===== src/rtl/ysyx_22051013_ctrl_fsm_pkg.sv =====
// Shared definitions for the ysyx_22051013 control sequencer: reset polarity,
// state width and the state encoding exposed on the debug port.
package ysyx_22051013_ctrl_fsm_pkg;

  localparam logic ysyx_22051013_RSTABLE = 1'b1;
  localparam int   STATE_W = 3;

  typedef enum logic [STATE_W-1:0] {
    S_IDLE   = 3'd0,
    S_FETCH  = 3'd1,
    S_DECODE = 3'd2,
    S_EXEC   = 3'd3,
    S_MEM    = 3'd4,
    S_WB     = 3'd5,
    S_HALT   = 3'd6
  } ctrl_state_e;

  // States that sit on a memory handshake and are covered by the wait timer.
  function automatic logic is_mem_wait(ctrl_state_e s);
    return (s == S_FETCH) || (s == S_MEM);
  endfunction

endpackage


===== src/rtl/ysyx_22051013_wait_timer.sv =====
// Handshake wait timer: counts cycles spent waiting without an ack and flags
// expiry on the last allowed cycle. MEM_TIMEOUT of 0 disables expiry.
module ysyx_22051013_wait_timer
  import ysyx_22051013_ctrl_fsm_pkg::*;
#(
  parameter int MEM_TIMEOUT = 256,
  parameter int TO_W        = 9
) (
  input  logic clk,
  input  logic rst,
  input  logic waiting,
  input  logic ack,
  output logic expire
);

  localparam logic            ENABLED = (MEM_TIMEOUT != 0);
  localparam logic [TO_W-1:0] LIMIT   = TO_W'(MEM_TIMEOUT == 0 ? 0 : MEM_TIMEOUT - 1);

  logic [TO_W-1:0] count;

  // Leaving the wait state clears the count, so every entry starts from zero.
  always_ff @(posedge clk) begin
    if (rst == ysyx_22051013_RSTABLE) begin
      count <= '0;
    end else if (!waiting) begin
      count <= '0;
    end else if (!ack) begin
      count <= count + 1'b1;
    end
  end

  // An ack on the final cycle takes precedence over expiry.
  assign expire = ENABLED && waiting && !ack && (count == LIMIT);

endmodule


===== src/rtl/ysyx_22051013_ctrl_fsm.sv =====
// Multi-cycle control sequencer (FETCH/DECODE/EXEC/MEM/WB) for the RV64 core.
// Optional perf counters are built when YSYX_22051013_PERF_CNT_EN is defined.
module ysyx_22051013_ctrl_fsm
  import ysyx_22051013_ctrl_fsm_pkg::*;
#(
  parameter int MEM_TIMEOUT = 256,
  parameter int TO_W        = 9
) (
  input  logic        clk,
  input  logic        rst,
  input  logic        start,
  output logic        imem_req,
  input  logic        imem_ack,
  output logic        ir_we,
  input  logic        dec_is_load,
  input  logic        dec_is_store,
  input  logic        dec_jump,
  input  logic        dec_rd_wen,
  input  logic        dec_ebreak,
  output logic        dmem_req,
  output logic        dmem_we,
  input  logic        dmem_ack,
  output logic        pc_we,
  output logic        pc_sel,
  output logic        rf_we,
  output logic        halt,
  output logic        err,
  output logic [2:0]  state
`ifdef YSYX_22051013_PERF_CNT_EN
  ,
  output logic [63:0] cycle_cnt,
  output logic [63:0] instret_cnt
`endif
);

  ctrl_state_e state_q, state_d;
  logic        l_load, l_store, l_jump, l_rd_wen;
  logic        err_q;
  logic        to_waiting, to_ack, to_expire;

  // Handshake protocol: a request is held high until the cycle its ack is
  // seen; that cycle completes the transfer and the request drops next cycle.
  assign to_waiting = is_mem_wait(state_q);
  assign to_ack     = (state_q == S_FETCH) ? imem_ack : dmem_ack;

  ysyx_22051013_wait_timer #(
    .MEM_TIMEOUT (MEM_TIMEOUT),
    .TO_W        (TO_W)
  ) u_wait_timer (
    .clk     (clk),
    .rst     (rst),
    .waiting (to_waiting),
    .ack     (to_ack),
    .expire  (to_expire)
  );

  always_ff @(posedge clk) begin
    if (rst == ysyx_22051013_RSTABLE) begin
      state_q  <= S_IDLE;
      l_load   <= 1'b0;
      l_store  <= 1'b0;
      l_jump   <= 1'b0;
      l_rd_wen <= 1'b0;
      err_q    <= 1'b0;
    end else begin
      state_q <= state_d;
      if (state_q == S_DECODE) begin
        l_load   <= dec_is_load;
        l_store  <= dec_is_store;
        l_jump   <= dec_jump;
        l_rd_wen <= dec_rd_wen;
      end
      if (to_expire) begin
        err_q <= 1'b1;
      end
    end
  end

  always_comb begin
    state_d  = state_q;
    imem_req = 1'b0;
    ir_we    = 1'b0;
    dmem_req = 1'b0;
    dmem_we  = 1'b0;
    pc_we    = 1'b0;
    pc_sel   = 1'b0;
    rf_we    = 1'b0;
    halt     = 1'b0;
    case (state_q)
      S_IDLE: begin
        if (start) state_d = S_FETCH;
      end
      S_FETCH: begin
        imem_req = 1'b1;
        if (imem_ack) begin
          ir_we   = 1'b1;
          state_d = S_DECODE;
        end else if (to_expire) begin
          state_d = S_HALT;
        end
      end
      S_DECODE: begin
        // ebreak outranks every other decoder flag.
        state_d = dec_ebreak ? S_HALT : S_EXEC;
      end
      S_EXEC: begin
        state_d = (l_load || l_store) ? S_MEM : S_WB;
      end
      S_MEM: begin
        dmem_req = 1'b1;
        dmem_we  = l_store;
        if (dmem_ack) begin
          state_d = S_WB;
        end else if (to_expire) begin
          state_d = S_HALT;
        end
      end
      S_WB: begin
        pc_we   = 1'b1;
        pc_sel  = l_jump;
        rf_we   = l_rd_wen && !l_store;
        state_d = S_FETCH;
      end
      S_HALT: begin
        halt = 1'b1;
      end
      default: begin
        state_d = S_IDLE;
      end
    endcase
  end

  assign err   = err_q;
  assign state = state_q;

`ifdef YSYX_22051013_PERF_CNT_EN
  always_ff @(posedge clk) begin
    if (rst == ysyx_22051013_RSTABLE) begin
      cycle_cnt   <= 64'd0;
      instret_cnt <= 64'd0;
    end else begin
      if (state_q != S_IDLE && state_q != S_HALT) cycle_cnt <= cycle_cnt + 64'd1;
      if (state_q == S_WB) instret_cnt <= instret_cnt + 64'd1;
    end
  end
`endif

endmodule

===== config.mk =====
export PLATFORM = sky130hd
export DESIGN_NAME = ysyx_22051013_ctrl_fsm
export DESIGN_NICKNAME = d
export VERILOG_FILES = /design/src/rtl/ysyx_22051013_ctrl_fsm_pkg.sv /design/src/rtl/ysyx_22051013_wait_timer.sv /design/src/rtl/ysyx_22051013_ctrl_fsm.sv
export SDC_FILE = /design/constraint.sdc
export NUM_CORES = 1
export LEC_CHECK = 0
export ABC_AREA = 1
export ABC_CLOCK_PERIOD_IN_PS = 4400
export CORE_MARGIN = 2
export CORE_UTILIZATION = 24
export CTS_CLUSTER_SIZE = 20
export DETAILED_ROUTE_END_ITERATION = 8
export PLACE_DENSITY = 0.55
export SKIP_LAST_GASP = 1
export SLEW_MARGIN = 20
export SYNTH_ARGS = -nofsm -noshare
export SYNTH_HDL_FRONTEND = slang
export SYNTH_SLANG_ARGS = --single-unit

===== constraint.sdc =====
create_clock -name clk -period 4.4 [get_ports clk]
set_input_delay 0.44 -clock clk [delete_from_list [all_inputs] [get_ports clk]]
set_output_delay 0.44 -clock clk [all_outputs]
set_load 0.02 [all_outputs]

==> metrics.md, run 1 <==
| Metric | Value |
|---|---|
| Max-Cap Viols | `0` |
| First-pass GRT wire length | `between 3 and 4 mm` |
| Top cell type's share of synthesized area | `a little under two fifths` |
| Routed wl met3 | `about 90 microns` |
| Post-route ant nets | `0` |
| Hold Vio Cnt, Final | `0` |
| CP arrival | `around 1.8 ns` |
| RePlAce Congestion | `between 0.7 and 0.8` |
| FMAX | `~440 MHz` |
| Share of layout cells above drive strength 1 | `under 10%` |
| PostCTS Resize Cnt | `0` |
| Wirelength per Cell | `around 9.8 microns` |
| Sequential share of power | `~45%` |
| Ys flop type | `dfxtp_1` |
| Final setup viols | `0` |
| Worst slew pin tran | `between 0.3 and 0.4 ns` |
| Max FO, Critical Path | `11` |
| DR pass1 iterations | `4` |
| Clock root buffer | `clkbuf_8` |
| Final net count | `173` |
| Row count | `22` |
| PortBufs | `21` |
| CORE AREA | `around 3700 sq um` |
| Syn avg cell area | `between 6 and 7 sq um` |
| Post-synth ARST share | `0%` |
| Gr ovfl total | `0` |
| Die H | `66.1 microns` |
| Area contributors post-synth | `dfxtp_1 37%, inv_1 10%, nand2_1 10%` |
| CP required | `around 4 ns` |
| Num CTS Buffers | `3` |
| Met2 WL | `between 800 and 900 microns` |
| Synthesis-stage register bit count | `17` |
| Final total power | `0.000395 W` |
| Clk pin slew, worst setup/hold paths | `0.07 ns` |
| Gr usage total | `about a tenth` |
| Drt drc | `0` |
| Worst hold path type | `flop to flop` |
| Seq/Total Area, Yosys | `36.8%` |
| Vias per cell | `between 4 and 5` |
| Switching power | `about 0.00013 W` |
| Post-synth cell types | `22` |
| M1 WL | `around 1.0 mm` |
| Comb power frac | `between 20 and 30%` |
| Initial Util | `between 20% and 30%` |
| Skew final | `between 0.007 and 0.008 ns` |
| Initial antenna violation count | `0` |
| Clock Latency Late Sink | `around 0.26 ns` |
| 1st-iter DRT viols | `47` |
| Status | `complete, no violations` |
| DR vias | `approximately 890` |
| Hpwl dp | `around 1.5 mm` |
| TritonCTS clock tree | `done` |
| Synth area leader | `dfxtp_1` |
| # IOs | `22` |
| Total leakage power | `~0.47 nW` |
| Vias in the first global route | `approximately 800` |
| Cell-internal power | `between 0.0002 and 0.0003 W` |
| Die area | `about 4400 sq um` |
| Synthesized cell area | `925 sq um` |
| Yosys warns | `0` |
| Fin. max-slew vios | `0` |
| Sw Share | `approximately 32%` |
| Post-CTS Hold Buffers | `0` |
| Startpoint Class | `flop` |
| Min Clock Period, post-route | `between 2 and 2.5 ns` |
| Clock Power Share | `roughly 30%` |
| RSZ-0062 raised after global routing | `no` |
| Post-synth top cells | `25 x inv_1, 25 x nand2_1, 17 x dfxtp_1, 14 x nor2_1, 13 x a21oi_1` |
| Post-synthesis net count | `approximately 150` |
| EDFF count, synth | `0` |
| Fin crit share | `just over 50%` |
| Ant. Diodes | `0` |
| Die width | `66.1 microns` |
| Slew headroom | `73.4%` |
| Pin count of the biggest net entering global routing | `17` |
| Total wire length | `just over 2 mm` |
| Area grow syn2layout | `31.7%` |
| Max Root-Sink Buffers | `2` |
| Top layer in use | `met4` |
| Critical path type | `flop to output port` |
| Clock Sinks | `17` |
| CP endpoint kind | `output port` |
| Pwr Density | `between 300 and 400 nW/um^2` |
| H-tree levels | `1` |
| Total negative slack | `0 ns` |
| Worst vdd ir | `~0.10 mV` |
| Post CTS Setup Buffer Count | `0` |
| Post-Syn Instances | `between 100 and 150` |
logic make-up (layout without fill, tap and decap cells):
| logic type | count (synthesis) | after routing | synth area share, % |
|---|---|---|---|
| AO/OA/AOI/OAI | 25 | 25 | 13.8 |
| XOR/XNOR | 1 | 1 | 0.947 |
| adder cells (fa/ha/maj) | 2 | 2 | 2.71 |
| buffers and inverters | 29 | 52 | 13.4 |
| flip-flops | 17 | 17 | 36.8 |
| AND/OR/NAND/NOR | 63 | 63 | 32.3 |
path summary, 6_finish.rpt:
| path | startpoint | to | slack, ns | depth (start not counted) |
|---|---|---|---|---|
| worst max-delay path | state[0] | rf_we | 2.12 | 3 |
| worst min-delay path | err | err | 0.45 | 2 |
| worst max register to register | u_wait_timer.count[0] | state[0] | 2.82 | 9 |
| worst min register to register | err | err | 0.45 | 2 |
cell usage in the layout (no fill, tap or decap):
| master | count |
|---|---|
| a21oi_1 | 13 |
| clkbuf_1 | 1 |
| clkbuf_8 | 3 |
| clkdlybuf4s50_1 | 21 |
| dfxtp_1 | 17 |
| ha_1 | 2 |
| inv_1 | 25 |
| inv_2 | 2 |
| nand2_1 | 25 |
| nand2_2 | 4 |
| nand2_4 | 1 |
| nand3_1 | 8 |
| nand3_2 | 1 |
| nand3b_1 | 1 |
| nand4_1 | 4 |
| nor2_1 | 14 |
| nor2_2 | 1 |
| nor2_4 | 1 |
| nor3_1 | 2 |
| nor4_1 | 1 |
| o211ai_1 | 1 |
| o21ai_0 | 11 |
| xnor2_1 | 1 |
state kept, by name, summed over array words and instances, names as in the netlist:
register / cells
u_wait_timer.count: 9
state: 3
l_rd_wen: 1
l_load: 1
err: 1
l_jump: 1
l_store: 1
per-layer routing:
| layer | track usage [%] | vias up |
|---|---|---|
| li1 | - | 479 |
| met1 | 13.1 | 391 |
| met2 | 15.9 | 21 |
| met3 | 3.07 | 2 |
| met4 | 5.36 | 0 |
| met5 | 0 | - |
power by group through the flow:
stage,registers (W),clock network (W),logic [W]
2_1_floorplan,0.000177,0,0.0000732
3_3_place_gp,0.000179,0,0.000102
3_5_place_dp,0.000179,0,0.000102
4_1_cts,0.000175,0.000124,0.000102
5_1_grt,0.000177,0.000128,0.000113
6_report,0.000176,0.000118,0.000101
worst max-delay path, cell delays in order (launching register included):
cell and delay, ns:
dfxtp_1 0.56, nand3_1 0.21, nor3_1 0.18, clkdlybuf4s50_1 0.63
layout make-up:
cell class                      instances  area [sq um]
Clock buffer                            4          45.0
Inverter                               27           101
Multi-Input combinational cell         91           460
Sequential cell                        17           340
Fill cell                             420          2470
Timing Repair Buffer                   21           210
Tap cell                               48          60.1
per-stage QoR:
| step | area (sq um) | instances | hold slack (ns) | util (%) | setup slack (ns) |
|---|---|---|---|---|---|
| floorplan | 925 | 137 | 0.429 | - | 2.70 |
| global placement | 1170 | 204 | 0.444 | 31.8 | 2.31 |
| detailed placement | 1170 | 204 | 0.444 | 31.8 | 2.30 |
| CTS | 1220 | 208 | 0.455 | 33.0 | 2.11 |
| global route | 1220 | 208 | 0.469 | 33.0 | 2.02 |
| finish | 1220 | 208 | 0.451 | 33.0 | 2.12 |
No activity file was read; power rests on OpenSTA's default activity.
==> run 2, diff against run 1 <==
--- a/config.mk
+++ b/config.mk
@@ -6,7 +6,7 @@
 export NUM_CORES = 1
 export LEC_CHECK = 0
 export ABC_AREA = 1
-export ABC_CLOCK_PERIOD_IN_PS = 4400
+export ABC_CLOCK_PERIOD_IN_PS = 2300
 export CORE_MARGIN = 2
 export CORE_UTILIZATION = 24
 export CTS_CLUSTER_SIZE = 20
==> constraint.sdc (replaced) <==
create_clock -name clk -period 2.3 [get_ports clk]
set_input_delay 0.23 -clock clk [delete_from_list [all_inputs] [get_ports clk]]
set_output_delay 0.23 -clock clk [all_outputs]
set_load 0.02 [all_outputs]
==> metrics.md, run 2 (synthesized netlist as in run 1, its figures left out) <==
| Metric | Value |
|---|---|
| Post-CTS Hold Buffers | `0 (unchanged)` |
| Status | `complete, no violations (unchanged)` |
| Pin count of the biggest net entering global routing | `17 (unchanged)` |
| Gr ovfl total | `0 (unchanged)` |
| Clock root buffer | `clkbuf_8 (unchanged)` |
| FMAX | `slightly below 500 MHz` |
| PostCTS Resize Cnt | `0 (unchanged)` |
| Total leakage power | `0.472 nW (unchanged)` |
| Die area | `4370 sq um (unchanged)` |
| CORE AREA | `3690 sq um (unchanged)` |
| Drt drc | `0 (unchanged)` |
| Reg with most FFs | `u_wait_timer.count (unchanged)` |
| Max Root-Sink Buffers | `2 (unchanged)` |
| M1 WL | `984 microns (was 1.03 mm)` |
| Worst hold path type | `flop to flop (unchanged)` |
| Worst slew pin tran | `0.401 ns (was 0.399 ns)` |
| CP endpoint kind | `output port (unchanged)` |
| Final setup viols | `0 (unchanged)` |
| Total wire length | `1.94 mm (was 2.03 mm)` |
| Non-Filler Instances | `208 (unchanged)` |
| TritonCTS clock tree | `done (unchanged)` |
| Final net count | `173 (unchanged)` |
| Initial Util | `25.1% (unchanged)` |
| Area grow syn2layout | `31.7% (unchanged)` |
| Row count | `22 (unchanged)` |
| Die H | `66.1 microns (unchanged)` |
| DR pass1 iterations | `4 (unchanged)` |
| Share of layout cells above drive strength 1 | `8.13% (unchanged)` |
| Ant. Diodes | `0 (unchanged)` |
| Routed wl met3 | `73 microns (was 90 microns)` |
| Max FO, Critical Path | `11 (unchanged)` |
| CP required | `2.07 ns (was 3.96 ns)` |
| Pwr Density | `614 nW/um^2 (was 324 nW/um^2)` |
| Hold Vio Cnt, Final | `0 (unchanged)` |
| Startpoint Class | `flop (unchanged)` |
| CP arrival | `1.84 ns (about the same)` |
| Total negative slack | `0 ns (unchanged)` |
| Max-Cap Viols | `0 (unchanged)` |
| 1st-iter DRT viols | `47 (unchanged)` |
| PortBufs | `21 (unchanged)` |
| Most frequent cells in the layout | `25 x inv_1, 25 x nand2_1, 21 x clkdlybuf4s50_1, 17 x dfxtp_1, 14 x nor2_1 (unchanged)` |
| Hold WS | `0.453 ns (was 0.451 ns)` |
| Min Clock Period, post-route | `2.07 ns` |
| Die width | `66.1 microns (unchanged)` |
| Clk pin slew, worst setup/hold paths | `0.07 ns (about the same)` |
| Hpwl dp | `1.50 mm (was 1.52 mm)` |
| # IOs | `22 (unchanged)` |
| Largest register FFs | `9 (unchanged)` |
| Skew final | `0.00464 ns (was 0.00703 ns)` |
| Slew headroom | `73.2% (was 73.4%)` |
| Placed Cells incl. Taps | `204 (unchanged)` |
| Gr usage total | `9.97% (was 10.4%)` |
| Fill count | `428 (was 420)` |
| Worst vdd ir | `0.263 mV (was 0.101 mV)` |
| Top layer in use | `met4 (unchanged)` |
| Vias per cell | `4.24 (was 4.29)` |
| Fin. max-slew vios | `0 (unchanged)` |
| Clock Sinks | `17 (unchanged)` |
| Post-route ant nets | `0 (unchanged)` |
| RSZ-0062 raised after global routing | `no (unchanged)` |
| Vias in the first global route | `787 (was 803)` |
| Final total power | `0.000748 W (was 0.000395 W)` |
| Critical path type | `flop to output port (unchanged)` |
| Wirelength per Cell | `9.31 microns (was 9.77 microns)` |
| Clock Latency Late Sink | `0.25 ns (was 0.26 ns)` |
| RePlAce Congestion | `0.793 (was 0.759)` |
| DR vias | `881 (was 893)` |
| Met2 WL | `840 microns (was 876 microns)` |
| Num CTS Buffers | `3 (unchanged)` |
| Initial antenna violation count | `0 (unchanged)` |
| H-tree levels | `1 (unchanged)` |
| Post CTS Setup Buffer Count | `0 (unchanged)` |
| Fin crit share | `between 80% and 90%` |
| First-pass GRT wire length | `3.29 mm (was 3.43 mm)` |
==> run 2: cell counts in the layout (fill, tap and decap cells not counted) <==
Identical to the previous run, type by type.
==> run 2: power breakdown <==
part           switching, W  internal [W]
clock             0.0000977      0.000123
sequential        0.0000224      0.000313
combinational      0.000114     0.0000774
total              0.000235      0.000513
==> run 2: worst max-delay path, cell delays in order, from the launching register on <==
cell and delay [ns]:
dfxtp_1 0.55, nand3_1 0.23, nor3_1 0.18, clkdlybuf4s50_1 0.63
==> run 2: routing by layer <==
metal	vias up	global-route usage (%)
met4	0	4.59
met5	-	0
li1	482	-
met1	385	12.0
met3	2	3.58
met2	12	15.8
==> run 2: metrics by stage <==
step,setup slack (ns),util (%),cell area [sq um]
after detailed placement,0.519,31.8,1170
after global routing,0.119,33.0,1220
final,0.233,33.0,1220
after floorplan,0.813,-,925
after CTS,0.232,33.0,1220
after global placement,0.532,31.8,1170
==> run 2: final timing paths <==
check | slack, ns | end | startpoint | cells past startpoint
max | 0.23 | rf_we | state[0] | 3
min | 0.45 | err | err | 2
max reg2reg | 0.66 | state[0] | u_wait_timer.count[0] | 9
min reg2reg | 0.45 | err | err | 2
==> run 2: cell type report <==
| type | instances | area, sq um | share of cell area, % |
|---|---|---|---|
| Tap cell | 48 | 60.1 | 4.93 |
| Multi-Input combinational cell | 91 | 460 | 37.8 |
| Clock buffer | 4 | 45.0 | 3.70 |
| Sequential cell | 17 | 340 | 28.0 |
| Inverter | 27 | 101 | 8.32 |
| Timing Repair Buffer | 21 | 210 | 17.3 |
==> run 3, diff against run 2 <==
--- a/config.mk
+++ b/config.mk
@@ -11,6 +11,7 @@
 export CORE_UTILIZATION = 24
 export CTS_CLUSTER_SIZE = 20
 export DETAILED_ROUTE_END_ITERATION = 8
+export GPL_TIMING_DRIVEN = 0
 export PLACE_DENSITY = 0.55
 export SKIP_LAST_GASP = 1
 export SLEW_MARGIN = 20
==> metrics.md, run 3 (synthesized netlist as in run 1, its figures left out) <==
| Metric | Value |
|---|---|
| Die area | `4370 sq um (unchanged)` |
| DR vias | `911 (was 881)` |
| Initial Util | `25.1% (unchanged)` |
| DR pass1 iterations | `4 (unchanged)` |
| Max-Cap Viols | `0 (unchanged)` |
| Fin util | `33.6% (was 33.0%)` |
| Register-to-Register Setup Slack | `0.67 ns (was 0.66 ns)` |
| FMAX | `486 MHz (was 484 MHz)` |
| Worst slew pin tran | `0.380 ns (was 0.401 ns)` |
| Final setup viols | `0 (unchanged)` |
| Initial antenna violation count | `0 (unchanged)` |
| CP arrival | `1.83 ns (was 1.84 ns)` |
| Pin count of the biggest net entering global routing | `11 (was 17)` |
| Hold Vio Cnt, Final | `0 (unchanged)` |
| Hpwl dp | `1.61 mm (was 1.50 mm)` |
| Total leakage power | `0.484 nW (was 0.472 nW)` |
| Largest register FFs | `9 (unchanged)` |
| Drt drc | `0 (unchanged)` |
| Most frequent cells in the layout | `25 x inv_1, 25 x nand2_1, 21 x clkdlybuf4s50_1, 17 x dfxtp_1, 14 x nor2_1 (unchanged)` |
| Wirelength per Cell | `9.89 microns (was 9.31 microns)` |
| Clock Sinks | `17 (unchanged)` |
| Reg with most FFs | `u_wait_timer.count (unchanged)` |
| Clk pin slew, worst setup/hold paths | `0.06 ns (was 0.07 ns)` |
| Row count | `22 (unchanged)` |
| Share of layout cells above drive strength 1 | `9.26% (was 8.13%)` |
| Min Clock Period, post-route | `2.06 ns (was 2.07 ns)` |
| RSZ-0062 raised after global routing | `no (unchanged)` |
| Critical path type | `flop to output port (unchanged)` |
| Worst hold path type | `flop to flop (unchanged)` |
| Slew headroom | `74.6% (was 73.2%)` |
| Pre-CTS setup slack | `0.512 ns (was 0.519 ns)` |
| Post-CTS Hold Buffers | `0 (unchanged)` |
| Status | `complete, no violations (unchanged)` |
| # IOs | `22 (unchanged)` |
| PortBufs | `21 (unchanged)` |
| Non-Filler Instances | `210 (was 208)` |
| Pwr Density | `618 nW/um^2 (was 614 nW/um^2)` |
| Skew final | `0.00185 ns (was 0.00464 ns)` |
| Total negative slack | `0 ns (unchanged)` |
| Final net count | `175 (was 173)` |
| Gr usage total | `10.3% (was 9.97%)` |
| Num CTS Buffers | `3 (unchanged)` |
| Die H | `66.1 microns (unchanged)` |
| Gr ovfl total | `0 (unchanged)` |
| First-pass GRT wire length | `3.47 mm (was 3.29 mm)` |
| Post-route ant nets | `0 (unchanged)` |
| Ant. Diodes | `0 (unchanged)` |
| TritonCTS clock tree | `done (unchanged)` |
| Startpoint Class | `flop (unchanged)` |
| Die width | `66.1 microns (unchanged)` |
| CP endpoint kind | `output port (unchanged)` |
| Clock root buffer | `clkbuf_8 (unchanged)` |
| Max FO, Critical Path | `8 (was 11)` |
| Fin. max-slew vios | `0 (unchanged)` |
| 1st-iter DRT viols | `55 (was 47)` |
| Final worst slack | `0.243 ns (was 0.233 ns)` |
| Post CTS Setup Buffer Count | `0 (unchanged)` |
| Vias per cell | `4.34 (was 4.24)` |
| PostCTS Resize Cnt | `0 (unchanged)` |
| RePlAce Congestion | `0.784 (was 0.793)` |
| Max Root-Sink Buffers | `2 (unchanged)` |
| Area grow syn2layout | `34.1% (was 31.7%)` |
| Clock Latency Late Sink | `0.25 ns (about the same)` |
| Worst vdd ir | `0.232 mV (was 0.263 mV)` |
| Fin crit share | `89.5% (was 89.9%)` |
| Placed Cells incl. Taps | `206 (was 204)` |
| Vias in the first global route | `822 (was 787)` |
| H-tree levels | `1 (unchanged)` |
| CP required | `2.07 ns (about the same)` |
| Total wire length | `2.08 mm (was 1.94 mm)` |
| CORE AREA | `3690 sq um (unchanged)` |
-- run 3: stage by stage --
| step | area, sq um | hold slack [ns] | total power, W |
|---|---|---|---|
| 6_report | 1240 | 0.449 | 0.000766 |
| 5_1_grt | 1240 | 0.466 | 0.000814 |
| 4_1_cts | 1240 | 0.455 | 0.000778 |
| 3_5_place_dp | 1190 | 0.445 | 0.000554 |
| 3_3_place_gp | 1190 | 0.441 | 0.000549 |
| 2_1_floorplan | 925 | 0.299 | 0.000479 |
-- run 3: where the power goes --
part | leakage (nW) | internal (W) | switching (W) | total [W]
logic | 0.324 | 0.0000911 | 0.000129 | 0.000220
clock network | 0.0228 | 0.000123 | 0.0000965 | 0.000219
registers | 0.138 | 0.000313 | 0.0000135 | 0.000327
total | 0.484 | 0.000527 | 0.000239 | 0.000766
-- run 3: cell type report --
cell class	count	area (sq um)
Buffer	2	22.5
Clock buffer	4	45.0
Fill cell	419	2450
Inverter	27	101
Multi-Input combinational cell	91	460
Sequential cell	17	340
Tap cell	48	60.1
Timing Repair Buffer	21	210
-- run 3: final timing paths --
path / end / cells after the start / start
hold / removal: err / 2 / err
hold reg to reg: err / 2 / err
setup reg to reg: state[0] / 9 / u_wait_timer.count[0]
setup / recovery: rf_we / 3 / state[2]
-- run 3: critical path, stage by stage, from the launching register on --
cell and delay [ns]:
dfxtp_1 0.52, nand3_1 0.24, nor3_1 0.18, clkdlybuf4s50_1 0.63
-- run 3: per-layer routing --
| metal | track usage, % | up-vias | share of wire (%) |
|---|---|---|---|
| met3 | 2.21 | 2 | 3.7 |
| li1 | - | 487 | - |
| met4 | 5.36 | 0 | 1.6 |
| met5 | 0 | - | 0 |
| met2 | 15.4 | 17 | 46 |
| met1 | 13.9 | 405 | 49 |
